[src/rtl/median_pkg.sv]
// rtl/median_pkg.sv - shared state encoding and window constants for window_median
package median_pkg;

  typedef enum logic [1:0] {
    COLLECT = 2'd0,
    SORT    = 2'd1,
    OUT     = 2'd2
  } state_e;

  localparam int WIN_SIZE   = 9;
  localparam int MEDIAN_IDX = 4;
  localparam int LAST_PHASE = 8;

endpackage

[src/rtl/cmp_swap.sv]
// rtl/cmp_swap.sv - combinational unsigned compare-swap, smaller value on lo
module cmp_swap #(
  parameter int PIX_W = 8
) (
  input  logic [PIX_W-1:0] a,
  input  logic [PIX_W-1:0] b,
  output logic [PIX_W-1:0] lo,
  output logic [PIX_W-1:0] hi
);

  logic swap;

  // Strict greater-than keeps equal values in place.
  assign swap = (a > b);
  assign lo   = swap ? b : a;
  assign hi   = swap ? a : b;

endmodule

[src/rtl/window_median.sv]
// rtl/window_median.sv - 3x3 window median via sequential odd-even transposition sort
module window_median
  import median_pkg::*;
#(
  parameter int               PIX_W     = 8,
  parameter logic [PIX_W-1:0] PAD_VALUE = '0
) (
  input  logic             clk,
  input  logic             reset,
  input  logic [PIX_W-1:0] pix_in,
  input  logic             pix_oob,
  input  logic             pix_valid,
  output logic             pix_ready,
  output logic [PIX_W-1:0] median_out,
  output logic             median_valid,
  input  logic             median_ready,
  output logic             busy
);

  state_e           state_q, state_d;
  logic [3:0]       cnt_q, cnt_d;
  logic [3:0]       phase_q, phase_d;
  logic [PIX_W-1:0] median_q, median_d;
  logic [PIX_W-1:0] pix_q  [WIN_SIZE];
  logic [PIX_W-1:0] pix_d  [WIN_SIZE];
  logic [PIX_W-1:0] sorted [WIN_SIZE];

  logic [PIX_W-1:0] cs_a  [4];
  logic [PIX_W-1:0] cs_b  [4];
  logic [PIX_W-1:0] cs_lo [4];
  logic [PIX_W-1:0] cs_hi [4];
  logic             odd_phase;

  assign odd_phase = phase_q[0];

  // Even phases pair (0,1)..(6,7); odd phases pair (1,2)..(7,8).
  always_comb begin
    for (int k = 0; k < 4; k++) begin
      cs_a[k] = odd_phase ? pix_q[2*k+1] : pix_q[2*k];
      cs_b[k] = odd_phase ? pix_q[2*k+2] : pix_q[2*k+1];
    end
  end

  for (genvar g = 0; g < 4; g++) begin : g_cs
    cmp_swap #(.PIX_W(PIX_W)) u_cmp_swap (
      .a  (cs_a[g]),
      .b  (cs_b[g]),
      .lo (cs_lo[g]),
      .hi (cs_hi[g])
    );
  end

  always_comb begin
    sorted = pix_q;
    for (int k = 0; k < 4; k++) begin
      if (odd_phase) begin
        sorted[2*k+1] = cs_lo[k];
        sorted[2*k+2] = cs_hi[k];
      end else begin
        sorted[2*k]   = cs_lo[k];
        sorted[2*k+1] = cs_hi[k];
      end
    end
  end

  always_ff @(posedge clk) begin
    if (reset) begin
      state_q  <= COLLECT;
      cnt_q    <= '0;
      phase_q  <= '0;
      median_q <= '0;
      for (int i = 0; i < WIN_SIZE; i++) begin
        pix_q[i] <= '0;
      end
    end else begin
      state_q  <= state_d;
      cnt_q    <= cnt_d;
      phase_q  <= phase_d;
      median_q <= median_d;
      pix_q    <= pix_d;
    end
  end

  always_comb begin
    state_d  = state_q;
    cnt_d    = cnt_q;
    phase_d  = phase_q;
    median_d = median_q;
    pix_d    = pix_q;
    case (state_q)
      COLLECT: begin
        if (pix_valid) begin
          for (int i = 0; i < WIN_SIZE; i++) begin
            if (cnt_q == 4'(i)) begin
              pix_d[i] = pix_oob ? PAD_VALUE : pix_in;
            end
          end
          if (cnt_q == 4'(WIN_SIZE - 1)) begin
            cnt_d   = '0;
            phase_d = '0;
            state_d = SORT;
          end else begin
            cnt_d = cnt_q + 4'd1;
          end
        end
      end
      SORT: begin
        pix_d = sorted;
        // The final phase's output is already fully sorted, so capture it directly.
        if (phase_q == 4'(LAST_PHASE)) begin
          median_d = sorted[MEDIAN_IDX];
          phase_d  = '0;
          state_d  = OUT;
        end else begin
          phase_d = phase_q + 4'd1;
        end
      end
      OUT: begin
        if (median_ready) begin
          state_d = COLLECT;
        end
      end
      default: begin
        state_d = COLLECT;
      end
    endcase
  end

  always_comb begin
    pix_ready    = (state_q == COLLECT);
    median_valid = (state_q == OUT);
    busy         = (state_q != COLLECT);
    median_out   = median_q;
  end

endmodule

[config.mk]
export PLATFORM = sky130hd
export DESIGN_NAME = window_median
export DESIGN_NICKNAME = d
export VERILOG_FILES = /design/src/rtl/median_pkg.sv /design/src/rtl/cmp_swap.sv /design/src/rtl/window_median.sv
export SDC_FILE = /design/constraint.sdc
export NUM_CORES = 1
export LEC_CHECK = 0
export ABC_CLOCK_PERIOD_IN_PS = 4030
export CORE_MARGIN = 3
export CORE_UTILIZATION = 60
export DETAILED_ROUTE_END_ITERATION = 7
export GPL_TIMING_DRIVEN = 0
export PLACE_DENSITY = 0.8
export SKIP_LAST_GASP = 1
export SLEW_MARGIN = 20
export SYNTH_ARGS = -nofsm -noshare
export SYNTH_HDL_FRONTEND = slang
export SYNTH_SLANG_ARGS = --single-unit
[constraint.sdc]
create_clock -name clk -period 4.03 [get_ports clk]
set_clock_uncertainty 0.05 [all_clocks]
set_input_delay 0.806 -clock clk [delete_from_list [all_inputs] [get_ports clk]]
set_output_delay 0.806 -clock clk [all_outputs]
set_load 0.05 [all_outputs]
; After elaboration in Yosys (flattened, before gate mapping)
; Index checks and enable logic that the tools add are counted.
[word_totals]
mem_bits_ro = 0
mem_bits_rw = 0
out_inout_bits = 11
memories = 0
latch_bits = 0
register_bits = 90
in_bits = 13
[classes]
order_cmp = 4
muxes = 47
bitwise_logic = 0
n_reduce_logical = 17
div_mod_pow = 0
shifts = 0
mul = 0
add_sub_neg = 2
eq_ne = 25
[ops]
columns = operator, count
row1 = $mux 8, 35
row2 = $pmux 72 s2, 1
row3 = $mux 72, 1
row4 = $gt 8x8->1, 4
row5 = $reduce_and 3->1, 8
row6 = $ne 2x1->1 const B, 10
row7 = $eq 4x3->1 const B, 4
row8 = $mux 4, 4
row9 = $reduce_and 4->1, 3
row10 = $add 4x1->4 const B, 2
row11 = $eq 4x2->1 const B, 2
row12 = $eq 4x4->1 const B, 2
row13 = $mux 2, 4
row14 = $ne 2x2->1 const B, 4
row15 = $pmux 4 s2, 1
row16 = $pmux 2 s3, 1
row17 = $eq 4x1->1 const B, 1
row18 = $logic_not 4->1, 1
row19 = $reduce_and 2->1, 2
row20 = $reduce_bool 2->1, 2
row21 = $eq 2x1->1 const B, 1
row22 = $eq 2x2->1 const B, 1
row23 = $logic_not 2->1, 1

; Longest topological paths before layout
[depth]
ltp_word = 5
depth_mapped = 15
ltp_nobuf = 10

; By module
; Synthesis repeated with hierarchy kept, for this count alone.
[hier_totals]
cells_unflattened = 792
hier_area_um2 = 7758.7
[by_module_without_submodules]
columns = mod, seq_area_each_um2, cells_per_inst, n_inst, area_each_um2
row1 = window_median, 1801.7, 616, 1, 5851.9
row2 = cmp_swap, 0.0, 44, 4, 476.7

; Worst setup path before layout
; OpenSTA, ideal clock, no wires.
[synth_path]
kind = reg-to-reg
startpoint = reg phase_q[0]
endpoint = reg pix_q[40] (netlist bit)
path_buffers = 5
setup_slack_ns = 0.859
period_less_slack_ns = 3.171
arrival_time_ns = 2.973
stages_incl_launch_ff = 15
cell_sequence = dfxtp_1 > inv_1 > clkbuf_1 > clkbuf_1 > clkbuf_1 > o21ai_0 > ha_1 > nand4_2 > nor2_4 > a21oi_2 > or2_1 > buf_6 > buf_6 > a311oi_2 > a221oi_2
[synth_via]
elab_chain_len = 5
word_cells_on_any_way = 7
cone_classes = 1 x order compare / 6 x mux
[synth_rtl]
columns = element, line
row1 = from (decl), window_median.sv:22  ; logic [3:0] phase_q, phase_d;
row2 = from (signal assigned), window_median.sv:78  ; phase_q <= phase_d;
row3 = "$mux 8, on equally long branches", "window_median.sv:39, window_median.sv:40"
row4 = $gt 8x8->1, cmp_swap.sv:14  ; assign swap = (a > b);
row5 = "$mux 8, on equally long branches", "cmp_swap.sv:16, cmp_swap.sv:15"
row6 = $mux 8 (*), window_median.sv:56  ; if (odd_phase) begin
row7 = $pmux 72 s2 (*), window_median.sv:90  ; case (state_q)
row8 = to (signal assigned), window_median.sv:80  ; pix_q <= pix_d;
row9 = to (decl), window_median.sv:24  ; logic [PIX_W-1:0] pix_q [WIN_SIZE];
; Mark *: on every way between the ends. The rest lies on a longest branch, timed or not.
; A chain may end at the register's enable or synchronous reset.

; Worst setup path after layout
[layout_path]
startpoint = reg phase_q[0]
endpoint = reg pix_q[38] (netlist bit)
[layout_via]
elab_chain_len = 5
word_cells_on_any_way = 10
cone_classes = 2 x order compare / 8 x mux
[layout_rtl]
columns = element, line
row1 = "$mux 8, on equally long branches", "window_median.sv:39, window_median.sv:40"
row2 = $gt 8x8->1, cmp_swap.sv:14
row3 = "$mux 8, on equally long branches", "cmp_swap.sv:15, cmp_swap.sv:16"
row4 = $mux 8 (*), window_median.sv:56
row5 = $pmux 72 s2 (*), window_median.sv:90
; Marks and branches as above.

==> out/results.ini <==
[synth]
synth_xor_area_share_pct = 0.482
synth_flop_cell = dfxtp_1
synth.area.mux_share_pct = 10.0
ys_ff_latch = 90
synth_area_per_cell_um2 = 7.92
yosys.cell_types.count = 68
synthArstFlopShare_pct = 0
synth_cells = 917
yosys-top-cells-area = dfxtp_1 25%, mux2i_1 9.0%, ha_1 6.5%
synth_edf_count = 0
yosysMostFrequentCell = nand2_1
synth_area_um2 = 7270
yosysTopAreaCellShare_pct = 24.8
yosysTopAreaCell = dfxtp_1
ys_seq_area_share_pct = 24.8
yosysWarnings = 0
syn_nets = 968
post_synth_fa_ha_maj_area_fraction_pct = 6.54
yosys.area_share.simple_pct = 16.6
synth_top_family_by_area = compound AO/OA/AOI/OAI gates
yosys-top-cells-count = 95 x nand2_1, 90 x dfxtp_1, 72 x o21ai_0
synth_compound_area_share_pct = 35.0

[setup_path]
worst-path-max-fanout = 10
crit_family = buffers and inverters
path_buf_inv = 5
crit_chain = buf_2, clkbuf_4, buf_2, clkbuf_4, mux2i_1, ha_1, nand4_1, nor2_4, a21oi_2, clkbuf_2, nor3_1, o32ai_1, o22ai_1
timing.rr.start = phase_q[0]$_SDFFE_PP0P_
reg2reg_to = pix_q[38]$_SDFFE_PP0P_
max_stage_delay_ns = 0.46
cp_num_cells = 13
cp.arrival_ns = 4.04
critPathSlowestCell = dfxtp_1
worstRegToRegCells = 13
end_kind = flip-flop
cp.required_ns = 4.20
start_kind = flip-flop
path_class = reg -> reg
reg2reg_slack_ns = 0.16

[clock_tree]
postCtsSetupRepairBufs = 0
clock_latency_ns = 0.36
htreeDepth = 3
clk_pin_slew_ns = 0.07
cts_root_buf = clkbuf_16
max-clock-path-buffers = 2
cts_sinks = 90
cts_tree = built
cts_inserted_buffers = 9

[routing]
num_vias = 7545
via_per_inst = 6.88
ant_nets = 0
dr.pass1.iters = 6
drt-wirelength-per-cell_um = 22.2
wl_um = 24300
drc = 0
first_iter_violations = 966

[global_route]
grt_max_degree = 16
grt_pass1_wl_um = 38100
grtUsageTotal_pct = 36.7
antenna_found_initial = 0
grt_pass1_vias = 7033
global_route.overflow_total = 0

[worst_hold_path]
min_from = median_out[0]$_SDFFE_PP0P_
hold_path_depth = 2
hp-class = reg -> reg
hold_end = median_out[0]$_SDFFE_PP0P_

[sta]
whs_ns = 0.425
post-route-min-period_ns = 3.87
setup_viol = 0
slew_headroom_pct = 44.8
worst_slew_pin_slew_ns = 0.827
fmax_mhz = 258
period_share_pct = 96.1
rsz0062_at_grt = no
timing.final.max_slew_violations = 0
hold_viol = 0

[cells_and_area]
n_antenna_cell = 0
instances_no_fill = 1097
drive_gt1_share_pct = 11.7
fin_nets = 1000
synthToLayoutAreaGrowth_pct = 9.78

[floorplanning]
dieHeight_um = 116
fp-row-count = 39
core_area_um2 = 11600
pin_count = 24
dieArea_um2 = 13500
start_util_pct = 62.6
die_width_um = 116

[run_status]
run_status = finished clean

[place]
io_buffers = 22
gp_congestion = 0.986
hpwlAfterDp_um = 18100
numPlacedInstances = 1082

[flow_run]
drv_cap = 0

[pwr]
p_leak_nw = 2.67
power_density_nw_per_um2 = 297
irDropWorstVdd_mv = 0.256

flip-flops by register name (all words and copies together) (netlist names):
signal,count
cnt_q,4
median_out,8
pix_q,72
phase_q,4
state_q,2
placed cells by master, fill, tap and decap left out, types with 9 or more instances in the layout:
| cell | n |
|---|---|
| clkbuf_1 | 33 |
| nor2b_1 | 16 |
| buf_2 | 22 |
| dfxtp_1 | 90 |
| nand3_1 | 13 |
| nor3_1 | 25 |
| ha_1 | 38 |
| nand2_1 | 95 |
| a21boi_0 | 9 |
| a31oi_1 | 23 |
| nor2_1 | 53 |
| o21ai_0 | 72 |
| clkdlybuf4s50_1 | 22 |
| o211ai_1 | 62 |
| a21oi_1 | 56 |
| inv_1 | 24 |
| o22ai_1 | 23 |
| a21o_1 | 9 |
| clkbuf_16 | 9 |
| mux2i_1 | 65 |
worst max path at each step:
stage | from | to | slack [ns]
2_1_floorplan | phase_q[0]$_SDFFE_PP0P_ | pix_q[40]$_SDFFE_PP0P_ | 0.86
3_3_place_gp | phase_q[0]$_SDFFE_PP0P_ | pix_q[33]$_SDFFE_PP0P_ | -0.36
3_5_place_dp | phase_q[0]$_SDFFE_PP0P_ | median_out[1]$_SDFFE_PP0P_ | -0.30
4_1_cts | phase_q[0]$_SDFFE_PP0P_ | pix_q[32]$_SDFFE_PP0P_ | 0.03
5_1_grt | phase_q[0]$_SDFFE_PP0P_ | pix_q[38]$_SDFFE_PP0P_ | 0.03
6_report | phase_q[0]$_SDFFE_PP0P_ | pix_q[38]$_SDFFE_PP0P_ | 0.16
report_power, final:
group	internal [mW]	total [mW]	switching, mW
combinational	0.221	0.629	0.408
clock	0.418	0.805	0.386
sequential	0.911	0.934	0.0233
per-layer routing:
layer	wire, um	GRT usage (%)	share of wire [%]	vias to the layer above
met5	0	0	0	-
met4	1160	18.1	4.8	0
met3	2500	7.36	10	89
met2	10100	52.1	42	449
met1	10500	52.7	43	3485
li1	-	-	-	3522
per-stage QoR:
step / power, mW / worst slack [ns] / instance area [um2] / util, % / TNS [ns]
after global placement: 1.55 / -0.357 / 7670 / 66.0 / -6.30
after floorplan: 1.41 / 0.859 / 7270 / - / 0
after CTS: 2.35 / 0.0287 / 7940 / 68.3 / 0
after detailed placement: 1.56 / -0.303 / 7670 / 66.0 / -4.38
final: 2.37 / 0.156 / 7980 / 68.7 / 0
after global routing: 2.46 / 0.0299 / 7980 / 68.7 / 0
kinds of logic (layout without fill, tap and decap cells):
family / after synthesis / count (layout)
DFF: 90 / 90
buffers and inverters: 102 / 139
adders and majority gates: 38 / 38
xor gates and xnor gates: 4 / 4
AOI/OAI and AO/OA: 357 / 357
muxes: 72 / 72
and+or+nand+nor: 254 / 254
worst register-to-register path, stage by stage, from the launching register on:
cell      delay (ns)
dfxtp_1         0.46
buf_2           0.30
clkbuf_4        0.30
buf_2           0.28
clkbuf_4        0.32
mux2i_1         0.24
ha_1            0.29
nand4_1         0.18
nor2_4          0.06
a21oi_2         0.32
clkbuf_2        0.32
nor3_1          0.08
o32ai_1         0.42
o22ai_1         0.13
area by class of cell:
cell class              instances  area, um2
well taps                     143        179
flip-flops and latches         90       1800
inverters                      25       93.8
multi-input cells             725       5030
plain buffers                  76        385
fillers                      1014       3640
repair buffers                 22        220
clock inverters                 6       41.3
clock buffers                  10        229
what timing repair did:
item                       4_1_cts  5_1_grt
setup endpoints to repair       42       27
hold buffers                     0        0
hold endpoints to repair         0        0
gates cloned                     0        0
resized for setup                4       11
No activity file was read; power rests on OpenSTA's default activity.
